## src/rtl/pp_buffer_sched.sv

```systemverilog
// Job scheduler for the ping-pong DDR-to-BRAM read path: splits a read job into bank chunks.
// Optional stall counters are enabled by defining PP_BUFFER_SCHED_PERF_EN.
//
// state     | meaning
// IDLE      | no job; job_start is validated here
// WAIT_BANK | chunk computed, waiting for the target bank to be released
// ISSUE     | chunk registered, waiting for rd_ready to pulse rd_start
// WAIT_DONE | read engine busy filling the target bank
module pp_buffer_sched #(
  parameter int DDR_ADDR_WIDTH  = 29,
  parameter int BURST_LEN_WIDTH = 8,
  parameter int NUM_BURST_WIDTH = 8,
  parameter int BRAM_ADDR_WIDTH = 10,
  parameter int BURST_BEATS     = 16,
  parameter int BANK_BEATS      = 1024,
  parameter int BEAT_BYTES      = 8,
  parameter int TOTAL_WIDTH     = 20
) (
  input  logic                       clk,
  input  logic                       rst,
  input  logic                       job_start,
  input  logic [DDR_ADDR_WIDTH-1:0]  job_addr,
  input  logic [TOTAL_WIDTH-1:0]     job_beats,
  output logic                       job_busy,
  output logic                       job_done,
  output logic                       job_err,
  output logic                       rd_start,
  output logic [BURST_LEN_WIDTH-1:0] rd_burst_len,
  output logic [NUM_BURST_WIDTH-1:0] rd_num_burst,
  output logic [DDR_ADDR_WIDTH-1:0]  rd_start_addr,
  output logic [BRAM_ADDR_WIDTH-1:0] rd_start_bram_addr,
  output logic                       rd_bank,
  input  logic                       rd_ready,
  input  logic                       rd_done,
  output logic [1:0]                 bank_full,
  output logic [BRAM_ADDR_WIDTH:0]   bank0_beats,
  output logic [BRAM_ADDR_WIDTH:0]   bank1_beats,
  input  logic [1:0]                 bank_release
`ifdef PP_BUFFER_SCHED_PERF_EN
  ,
  output logic [31:0]                stall_bank_cycles,
  output logic [31:0]                stall_rd_cycles
`endif
);

  localparam int BW = BRAM_ADDR_WIDTH + 1;
  localparam logic [TOTAL_WIDTH-1:0]    BEAT_MASK  = TOTAL_WIDTH'(BURST_BEATS - 1);
  localparam logic [DDR_ADDR_WIDTH-1:0] ALIGN_MASK = DDR_ADDR_WIDTH'(BURST_BEATS * BEAT_BYTES - 1);
  localparam logic [TOTAL_WIDTH-1:0]    BANK_MAX   = TOTAL_WIDTH'(BANK_BEATS);

  typedef enum logic [1:0] {IDLE, WAIT_BANK, ISSUE, WAIT_DONE} state_t;

  state_t state, state_nxt;

  logic [DDR_ADDR_WIDTH-1:0] addr_q;
  logic [TOTAL_WIDTH-1:0]    remaining;
  logic [TOTAL_WIDTH-1:0]    chunk;
  logic                      ptr;
  logic                      job_ok;
  logic                      accept;
  logic                      reject;
  logic                      bank_go;
  logic                      chunk_done;
  logic [BW-1:0]             bank_beats_q [2];

  assign chunk  = (remaining > BANK_MAX) ? BANK_MAX : remaining;
  assign job_ok = (job_beats != '0) && ((job_beats & BEAT_MASK) == '0) &&
                  ((job_addr & ALIGN_MASK) == '0);

  assign job_busy           = (state != IDLE);
  assign rd_burst_len       = BURST_LEN_WIDTH'(BURST_BEATS - 1);
  assign rd_start_bram_addr = '0;
  assign bank0_beats        = bank_beats_q[0];
  assign bank1_beats        = bank_beats_q[1];

  always_ff @(posedge clk or posedge rst) begin
    if (rst) state <= IDLE;
    else     state <= state_nxt;
  end

  always_comb begin
    state_nxt  = state;
    rd_start   = 1'b0;
    job_done   = 1'b0;
    accept     = 1'b0;
    reject     = 1'b0;
    bank_go    = 1'b0;
    chunk_done = 1'b0;
    case (state)
      IDLE: begin
        if (job_start) begin
          if (job_ok) begin
            accept    = 1'b1;
            state_nxt = WAIT_BANK;
          end else begin
            reject = 1'b1;
          end
        end
      end
      WAIT_BANK: begin
        if (!bank_full[ptr]) begin
          bank_go   = 1'b1;
          state_nxt = ISSUE;
        end
      end
      ISSUE: begin
        if (rd_ready) begin
          rd_start  = 1'b1;
          state_nxt = WAIT_DONE;
        end
      end
      WAIT_DONE: begin
        if (rd_done) begin
          chunk_done = 1'b1;
          if (remaining == chunk) begin
            job_done  = 1'b1;
            state_nxt = IDLE;
          end else begin
            state_nxt = WAIT_BANK;
          end
        end
      end
      default: state_nxt = IDLE;
    endcase
  end

  always_ff @(posedge clk or posedge rst) begin
    if (rst) begin
      addr_q        <= '0;
      remaining     <= '0;
      ptr           <= 1'b0;
      job_err       <= 1'b0;
      rd_num_burst  <= '0;
      rd_start_addr <= '0;
      rd_bank       <= 1'b0;
    end else begin
      job_err <= reject;
      if (accept) begin
        addr_q    <= job_addr;
        remaining <= job_beats;
      end
      if (bank_go) begin
        rd_num_burst  <= NUM_BURST_WIDTH'(chunk / TOTAL_WIDTH'(BURST_BEATS));
        rd_start_addr <= addr_q;
        rd_bank       <= ptr;
      end
      // Address wraps modulo 2^DDR_ADDR_WIDTH by truncation.
      if (chunk_done) begin
        addr_q    <= addr_q + DDR_ADDR_WIDTH'(chunk * BEAT_BYTES);
        remaining <= remaining - chunk;
        ptr       <= ~ptr;
      end
    end
  end

  // A fill completing in the same cycle as a release of that bank wins.
  always_ff @(posedge clk or posedge rst) begin
    if (rst) begin
      bank_full       <= '0;
      bank_beats_q[0] <= '0;
      bank_beats_q[1] <= '0;
    end else begin
      for (int b = 0; b < 2; b++) begin
        if (chunk_done && (ptr == 1'(b))) begin
          bank_full[b]    <= 1'b1;
          bank_beats_q[b] <= BW'(chunk);
        end else if (bank_release[b] && bank_full[b]) begin
          bank_full[b]    <= 1'b0;
          bank_beats_q[b] <= '0;
        end
      end
    end
  end

`ifdef PP_BUFFER_SCHED_PERF_EN
  always_ff @(posedge clk or posedge rst) begin
    if (rst) begin
      stall_bank_cycles <= '0;
      stall_rd_cycles   <= '0;
    end else if (accept) begin
      stall_bank_cycles <= '0;
      stall_rd_cycles   <= '0;
    end else begin
      if ((state == WAIT_BANK) && bank_full[ptr] && (stall_bank_cycles != '1))
        stall_bank_cycles <= stall_bank_cycles + 32'd1;
      if ((state == ISSUE) && !rd_ready && (stall_rd_cycles != '1))
        stall_rd_cycles <= stall_rd_cycles + 32'd1;
    end
  end
`endif

endmodule

```

## config.mk

```make
export PLATFORM = sky130hd
export DESIGN_NAME = pp_buffer_sched
export DESIGN_NICKNAME = d
export VERILOG_FILES = /design/src/rtl/pp_buffer_sched.sv
export SDC_FILE = /design/constraint.sdc
export NUM_CORES = 1
export LEC_CHECK = 0
export CORE_AREA = 3 3 106 129
export CTS_CLUSTER_DIAMETER = 80
export CTS_CLUSTER_SIZE = 24
export DETAILED_ROUTE_END_ITERATION = 10
export DIE_AREA = 0 0 109 132
export GPL_ROUTABILITY_DRIVEN = 1
export PLACE_DENSITY = 0.87
export SLEW_MARGIN = 0
export SYNTH_ARGS = -nofsm -noshare
export SYNTH_HDL_FRONTEND = slang
export SYNTH_SLANG_ARGS = --single-unit
```

## constraint.sdc

```tcl
create_clock -name clk -period 5.1 [get_ports clk]
set_input_delay 1.53 -clock clk [delete_from_list [all_inputs] [get_ports clk]]
set_output_delay 1.53 -clock clk [all_outputs]
set_load 0.05 [all_outputs]
```

==> results of run 1 <==
metal layers:
metal | global-route usage | vias to the layer above | share of wire
met1 | 0.288 | 2734 | 0.41
met2 | 0.401 | 244 | 0.50
met4 | 0.126 | 0 | 0.031
met3 | 0.0431 | 49 | 0.060
li1 | - | 2597 | -
met5 | 0 | - | 0
state kept, by name, indices dropped and copies added (netlist names):
signal / count
bank1_beats: 11
rd_start_addr: 29
rd_bank: 1
bank0_beats: 11
addr_q: 29
remaining: 20
job_err: 1
rd_num_burst: 8
bank_full: 2
ptr: 1
state: 2
metrics by stage:
step | cells | worst slack (ns) | util | power [mW]
after global placement | 915 | 0.650 | 0.621 | 3.25
after floorplan | 674 | 0.526 | - | 2.80
after detailed placement | 915 | 0.644 | 0.621 | 3.31
final | 947 | 0.645 | 0.673 | 4.66
after global routing | 947 | 0.385 | 0.673 | 4.91
after CTS | 947 | 0.641 | 0.673 | 4.65
path summary, 6_finish.rpt:
| path | from | endpoint | slack [ns] | cells after the start |
|---|---|---|---|---|
| min | addr_q[0]$_DFFE_PP0P_ | addr_q[0]$_DFFE_PP0P_ | 0.48 | 1 |
| min in group asynchronous | rst | rd_start_addr[3]$_DFFE_PP0P_ | 1.64 | 2 |
| max | rd_ready | rd_start | 0.64 | 3 |
| min reg2reg | addr_q[0]$_DFFE_PP0P_ | addr_q[0]$_DFFE_PP0P_ | 0.48 | 1 |
| max in group asynchronous | rst | addr_q[2]$_DFFE_PP0P_ | 2.59 | 3 |
| max reg2reg | remaining[18]$_DFFE_PP0P_ | addr_q[23]$_DFFE_PP0P_ | 0.74 | 12 |
layout by cell type (no fill, tap or decap), drive strengths merged, types with 10 or more instances in the layout:
| cell type | instances |
|---|---|
| mux2i | 14 |
| and2 | 15 |
| clkbuf | 24 |
| conb | 28 |
| nand3 | 19 |
| xor2 | 10 |
| o21ai | 39 |
| dfrtp | 115 |
| nor2 | 35 |
| nand2 | 59 |
| mux2 | 44 |
| a21o | 12 |
| a21oi | 41 |
| a22o | 26 |
| nor4 | 15 |
| ha | 25 |
| nor3 | 14 |
| inv | 16 |
| clkdlybuf4s50 | 120 |
kinds of logic (layout without fill, tap and decap cells):
kind of cell | after synthesis | in the layout | synth area share
AOI/OAI and AO/OA | 179 | 179 | 0.189
xor gates and xnor gates | 15 | 15 | 0.0203
adders and majority gates | 26 | 26 | 0.0513
buffers and inverters | 67 | 176 | 0.0513
DFF | 115 | 115 | 0.444
muxes | 58 | 58 | 0.0980
other | 2 | 28 | 0.00116
and+or+nand+nor | 186 | 186 | 0.145
power by group through the flow:
| stage | Clock (mW) | Combinational (mW) | Sequential (mW) |
|---|---|---|---|
| after global placement | 0 | 1.87 | 1.38 |
| after detailed placement | 0 | 1.92 | 1.39 |
| after floorplan | 0 | 1.17 | 1.63 |
| final | 1.31 | 1.96 | 1.39 |
| after CTS | 1.32 | 1.94 | 1.38 |
| after global routing | 1.37 | 2.12 | 1.42 |
worst max-delay path, delay by kind of cell:
kind / cells / cell delay (ns)
buf+inv: 2 / 1.27
simple gates: 1 / 0.12
layout make-up:
cell class | count | area, sq um
fillers | 927 | 4110
multi-input cells | 492 | 3370
flip-flops and latches | 115 | 2880
repair buffers | 128 | 1270
clock buffers | 24 | 482
well taps | 164 | 205
clock inverters | 8 | 173
inverters | 16 | 62.6
==> qor.yml, run 1 <==
detailed_routing:
  ant_nets: 0
  dr.pass1.iters: 5
  routed_wl_mm: 16.8
  vias: 5624
  wl_per_cell_um: 17.7
  drc_errors: 0
  drt_iter0_drc: 333
  viasPerCell: 5.94
pwr:
  p_switching_mw: 1.86
  power_density_nw_per_um2: 552
  seqPwrFrac: 0.298
  clkPwrFrac: 0.282
  p_int_mw: 2.80
  ir_drop_mv: 0.320
  p_leak_nw: 3.88
  swShare: 0.398
  comb_power_share: 0.421
cts:
  clk_pin_slew_ns: 0.05
  clkLatencyLatePin_ns: 0.41
  clock_sinks: 115
  htreeDepth: 4
  postCtsSetupBuffers: 0
  cts_tree: "yes"
  post_cts_resized: 0
  cts_hold_buffers: 0
  cts_root_buf: "clkbuf_16"
  cts_buffers: 17
  clockBufferDepth: 2
worst_setup_path:
  max_stage_delay_ns: 0.80
  startpoint_type: "input port"
  cp.arrival_ns: 2.93
  worst_path_most_repeated_cell: "clkdlybuf4s50_1"
  required_ns: 3.57
  criticalPathCategory: "input port to primary output"
  crit_path_max_fanout: 2
  worst_setup_path_end_kind: "primary output"
  worstPathCellList: "clkdlybuf4s50_1 > and2_1 > clkdlybuf4s50_1"
  slowest_stage: "clkdlybuf4s50_1"
cells_and_area:
  layout-drive-gt1-share: 0.119
  design_area_sq_um: 8450
  num_antenna_cells: 0
  syn_to_final_growth_pct: 30.2
  final_nets: 852
outcome:
  status: "finished clean"
global_route:
  grt_pass1_vias: 5669
  grt.overflow.total: 0
  grt_start_max_net_pins: 65
  antenna_found_initial: 0
  grt_pass1_wl_mm: 27.4
  grt_usage: 0.239
timing:
  whs_ns: 0.482
  rsz0062_at_grt: "no"
  max_freq_mhz: 224
  tightest_slew_ns: 0.912
  hold_viol: 0
  post-route-period-util: 0.874
  finClkSkew_ns: 0.00751
  relSlewSlack: 0.390
  setup_tns_ns: 0
  post-route-min-period_ns: 4.46
  setup_viol: 0
  drv_slew: 0
yosys:
  synth.area.top_cells: "dfrtp_1 44%, mux2_2 7.6%, ha_1 4.8%"
  synth_top_area_cell: "dfrtp_1"
  ys_async_sr_fraction: 1.00
  synth.distinct_cells: 66
  synthMostInstantiatedCell: "dfrtp_1"
  ys_top_cells_by_count: "115 x dfrtp_1, 59 x nand2_1, 44 x mux2_2"
  synth-seq-area-share: 0.444
  synth.avg_cell_area_sq_um: 10.0
  synth_top_area_frac: 0.444
  yosys_warnings: 0
  netlist_instances: 648
  syn_area_sq_um: 6490
  synth-edff-count: 0
  yosys_most_used_dff: "dfrtp_1"
  ys_seq_elements: 115
floorplan:
  die_height_um: 132
  rows: 45
  core_sq_um: 12600
  io_pins: 140
  die-area_sq_um: 14400
  start_util: 0.517
  die_w_um: 109
placed_design:
  dpl_cell_area_sq_um: 7790
  io_buffer_count: 121
  hpwl_mm: 11.8
  gp_congestion: 0.927
job:
  drv_cap: 0
hold_path:
  hold_path_class: "register to register"
No activity file was read; power rests on OpenSTA's default activity.
==> run 2: changes to the inputs <==
Settings changed: SLEW_MARGIN 0 to not set.
==> results of run 2 <==
Final layout, timing and power as in run 1 (identical DEF).
==> run 3: changes to the inputs <==
Settings changed: CORE_AREA 3 3 106 129 to 2 2 105 128, DIE_AREA 0 0 109 132 to 0 0 107 130.
==> qor.yml, run 3 (synthesis gave the netlist of run 1 again) <==
outcome:
  status: "finished clean"
timing:
  relSlewSlack: 0.337
  post-route-min-period_ns: 4.45
  setup_tns_ns: 0
  drv_slew: 0
  hold_viol: 0
  max_freq_mhz: 225
  post-route-period-util: 0.873
  rsz0062_at_grt: "no"
  whs_ns: 0.480
  finClkSkew_ns: 0.0184
  setup_viol: 0
  tightest_slew_ns: 0.994
floorplan:
  io_pins: 140
  die-area_sq_um: 13900
  core_sq_um: 12800
  die_w_um: 107
  start_util: 0.505
  die_height_um: 130
  rows: 46
placed_design:
  hpwl_mm: 12.4
  io_buffer_count: 121
  dpl_cell_area_sq_um: 7800
  numPlacedInstances: 920
  gp_congestion: 0.999
worst_setup_path:
  startpoint_type: "input port"
  r2r_setup_slack_ns: 0.70
  criticalPathCategory: "input port to primary output"
  required_ns: 3.57
  worst_path_most_repeated_cell: "clkdlybuf4s50_1"
  cp_num_buf_inv: 2
  slowest_stage: "clkdlybuf4s50_1"
  crit_path_max_fanout: 2
  cp.arrival_ns: 2.92
  max_stage_delay_ns: 0.80
  critPathTopFamily: "buffers and inverters"
  worst_setup_path_end_kind: "primary output"
  worstPathCellList: "clkdlybuf4s50_1 > and2_1 > clkdlybuf4s50_1"
cts:
  postCtsSetupBuffers: 0
  cts_root_buf: "clkbuf_16"
  clockBufferDepth: 2
  clock_sinks: 115
  clk_pin_slew_ns: 0.05
  cts_hold_buffers: 0
  cts_buffers: 17
  clkLatencyLatePin_ns: 0.41
  post_cts_resized: 0
  htreeDepth: 4
  cts_tree: "yes"
cells_and_area:
  largest_registers: "addr_q x29, rd_start_addr x29, remaining x20"
  num_antenna_cells: 0
  layout_common_cells: "120 x clkdlybuf4s50_1, 115 x dfrtp_1, 59 x nand2_1, 44 x mux2_2, 41 x a21oi_1"
  layoutNonFillerInstCount: 952
  layout-drive-gt1-share: 0.125
  design_area_sq_um: 8400
  syn_to_final_growth_pct: 29.5
  layout_commonest_cell: "clkdlybuf4s50_1"
  final_nets: 853
global_route:
  grt_pass1_vias: 5773
  grt_usage: 0.256
  grt_pass1_wl_mm: 28.1
  grt.overflow.total: 0
  antenna_found_initial: 0
  grt_start_max_net_pins: 82
pwr:
  seqPwrFrac: 0.306
  power_density_nw_per_um2: 540
  comb_power_share: 0.433
  p_leak_nw: 3.85
  swShare: 0.416
  clkPwrFrac: 0.261
  ir_drop_mv: 0.305
  p_switching_mw: 1.89
  p_int_mw: 2.65
detailed_routing:
  routed_wl_mm: 17.3
  drc_errors: 0
  vias: 5737
  dr.pass1.iters: 5
  ant_nets: 0
  wl_per_cell_um: 18.1
  drt_iter0_drc: 515
  viasPerCell: 6.03
hold_path:
  hold_path_class: "register to register"
job:
  drv_cap: 0
==> run 3: changes by cell type in the layout (fill, tap and decap cells not counted), sizes merged <==
cell	change
buf	+1
clkbuf	-4
clkinv	+1
clkinvlp	+4
bufinv	-3
inv	+2
==> run 3: worst min-delay path, stage by stage (launching register included) <==
cell	delay, ns
dfrtp_1	0.34
nand2_1	0.05
o21ai_0	0.06
==> run 3: cell type report <==
cell class | instances | area (sq um)
fill | 976 | 4440
clock buffer | 20 | 467
inverter | 16 | 62.6
multi-input combinational | 492 | 3370
sequential | 115 | 2880
tap | 168 | 210
timing repair buffer | 129 | 1280
clock inverter | 12 | 128
==> run 3: metal layers <==
layer  routed length (um)  track usage
met5                    0            0
met2                 8990        0.453
met1                 6450        0.298
met4                  587        0.128
met3                 1240       0.0485
==> run 3: power groups by stage <==
| stage | clock [mW] | combinational (mW) | sequential [mW] |
|---|---|---|---|
| floorplan | 0 | 1.17 | 1.63 |
| global placement | 0 | 1.86 | 1.38 |
| detailed placement | 0 | 1.91 | 1.40 |
| CTS | 1.19 | 1.94 | 1.38 |
| global route | 1.25 | 2.12 | 1.42 |
| finish | 1.18 | 1.97 | 1.39 |
==> run 3: path summary, 6_finish.rpt <==
check / cells past startpoint / startpoint / to
worst max-delay path: 3 / rd_ready / rd_start
worst min-delay path: 2 / rd_start_addr[25]$_DFFE_PP0P_ / rd_start_addr[25]$_DFFE_PP0P_
worst max register to register: 12 / remaining[16]$_DFFE_PP0P_ / addr_q[23]$_DFFE_PP0P_
worst min register to register: 2 / rd_start_addr[25]$_DFFE_PP0P_ / rd_start_addr[25]$_DFFE_PP0P_
max in group asynchronous: 3 / rst / addr_q[15]$_DFFE_PP0P_
min in group asynchronous: 2 / rst / rd_start_addr[3]$_DFFE_PP0P_
==> run 3: through the flow <==
stage / utilization / power, mW / setup slack, ns
after floorplan: - / 2.80 / 0.526
after global placement: 0.608 / 3.23 / 0.649
after detailed placement: 0.608 / 3.31 / 0.643
after CTS: 0.654 / 4.52 / 0.645
after global routing: 0.654 / 4.79 / 0.455
final: 0.654 / 4.54 / 0.646
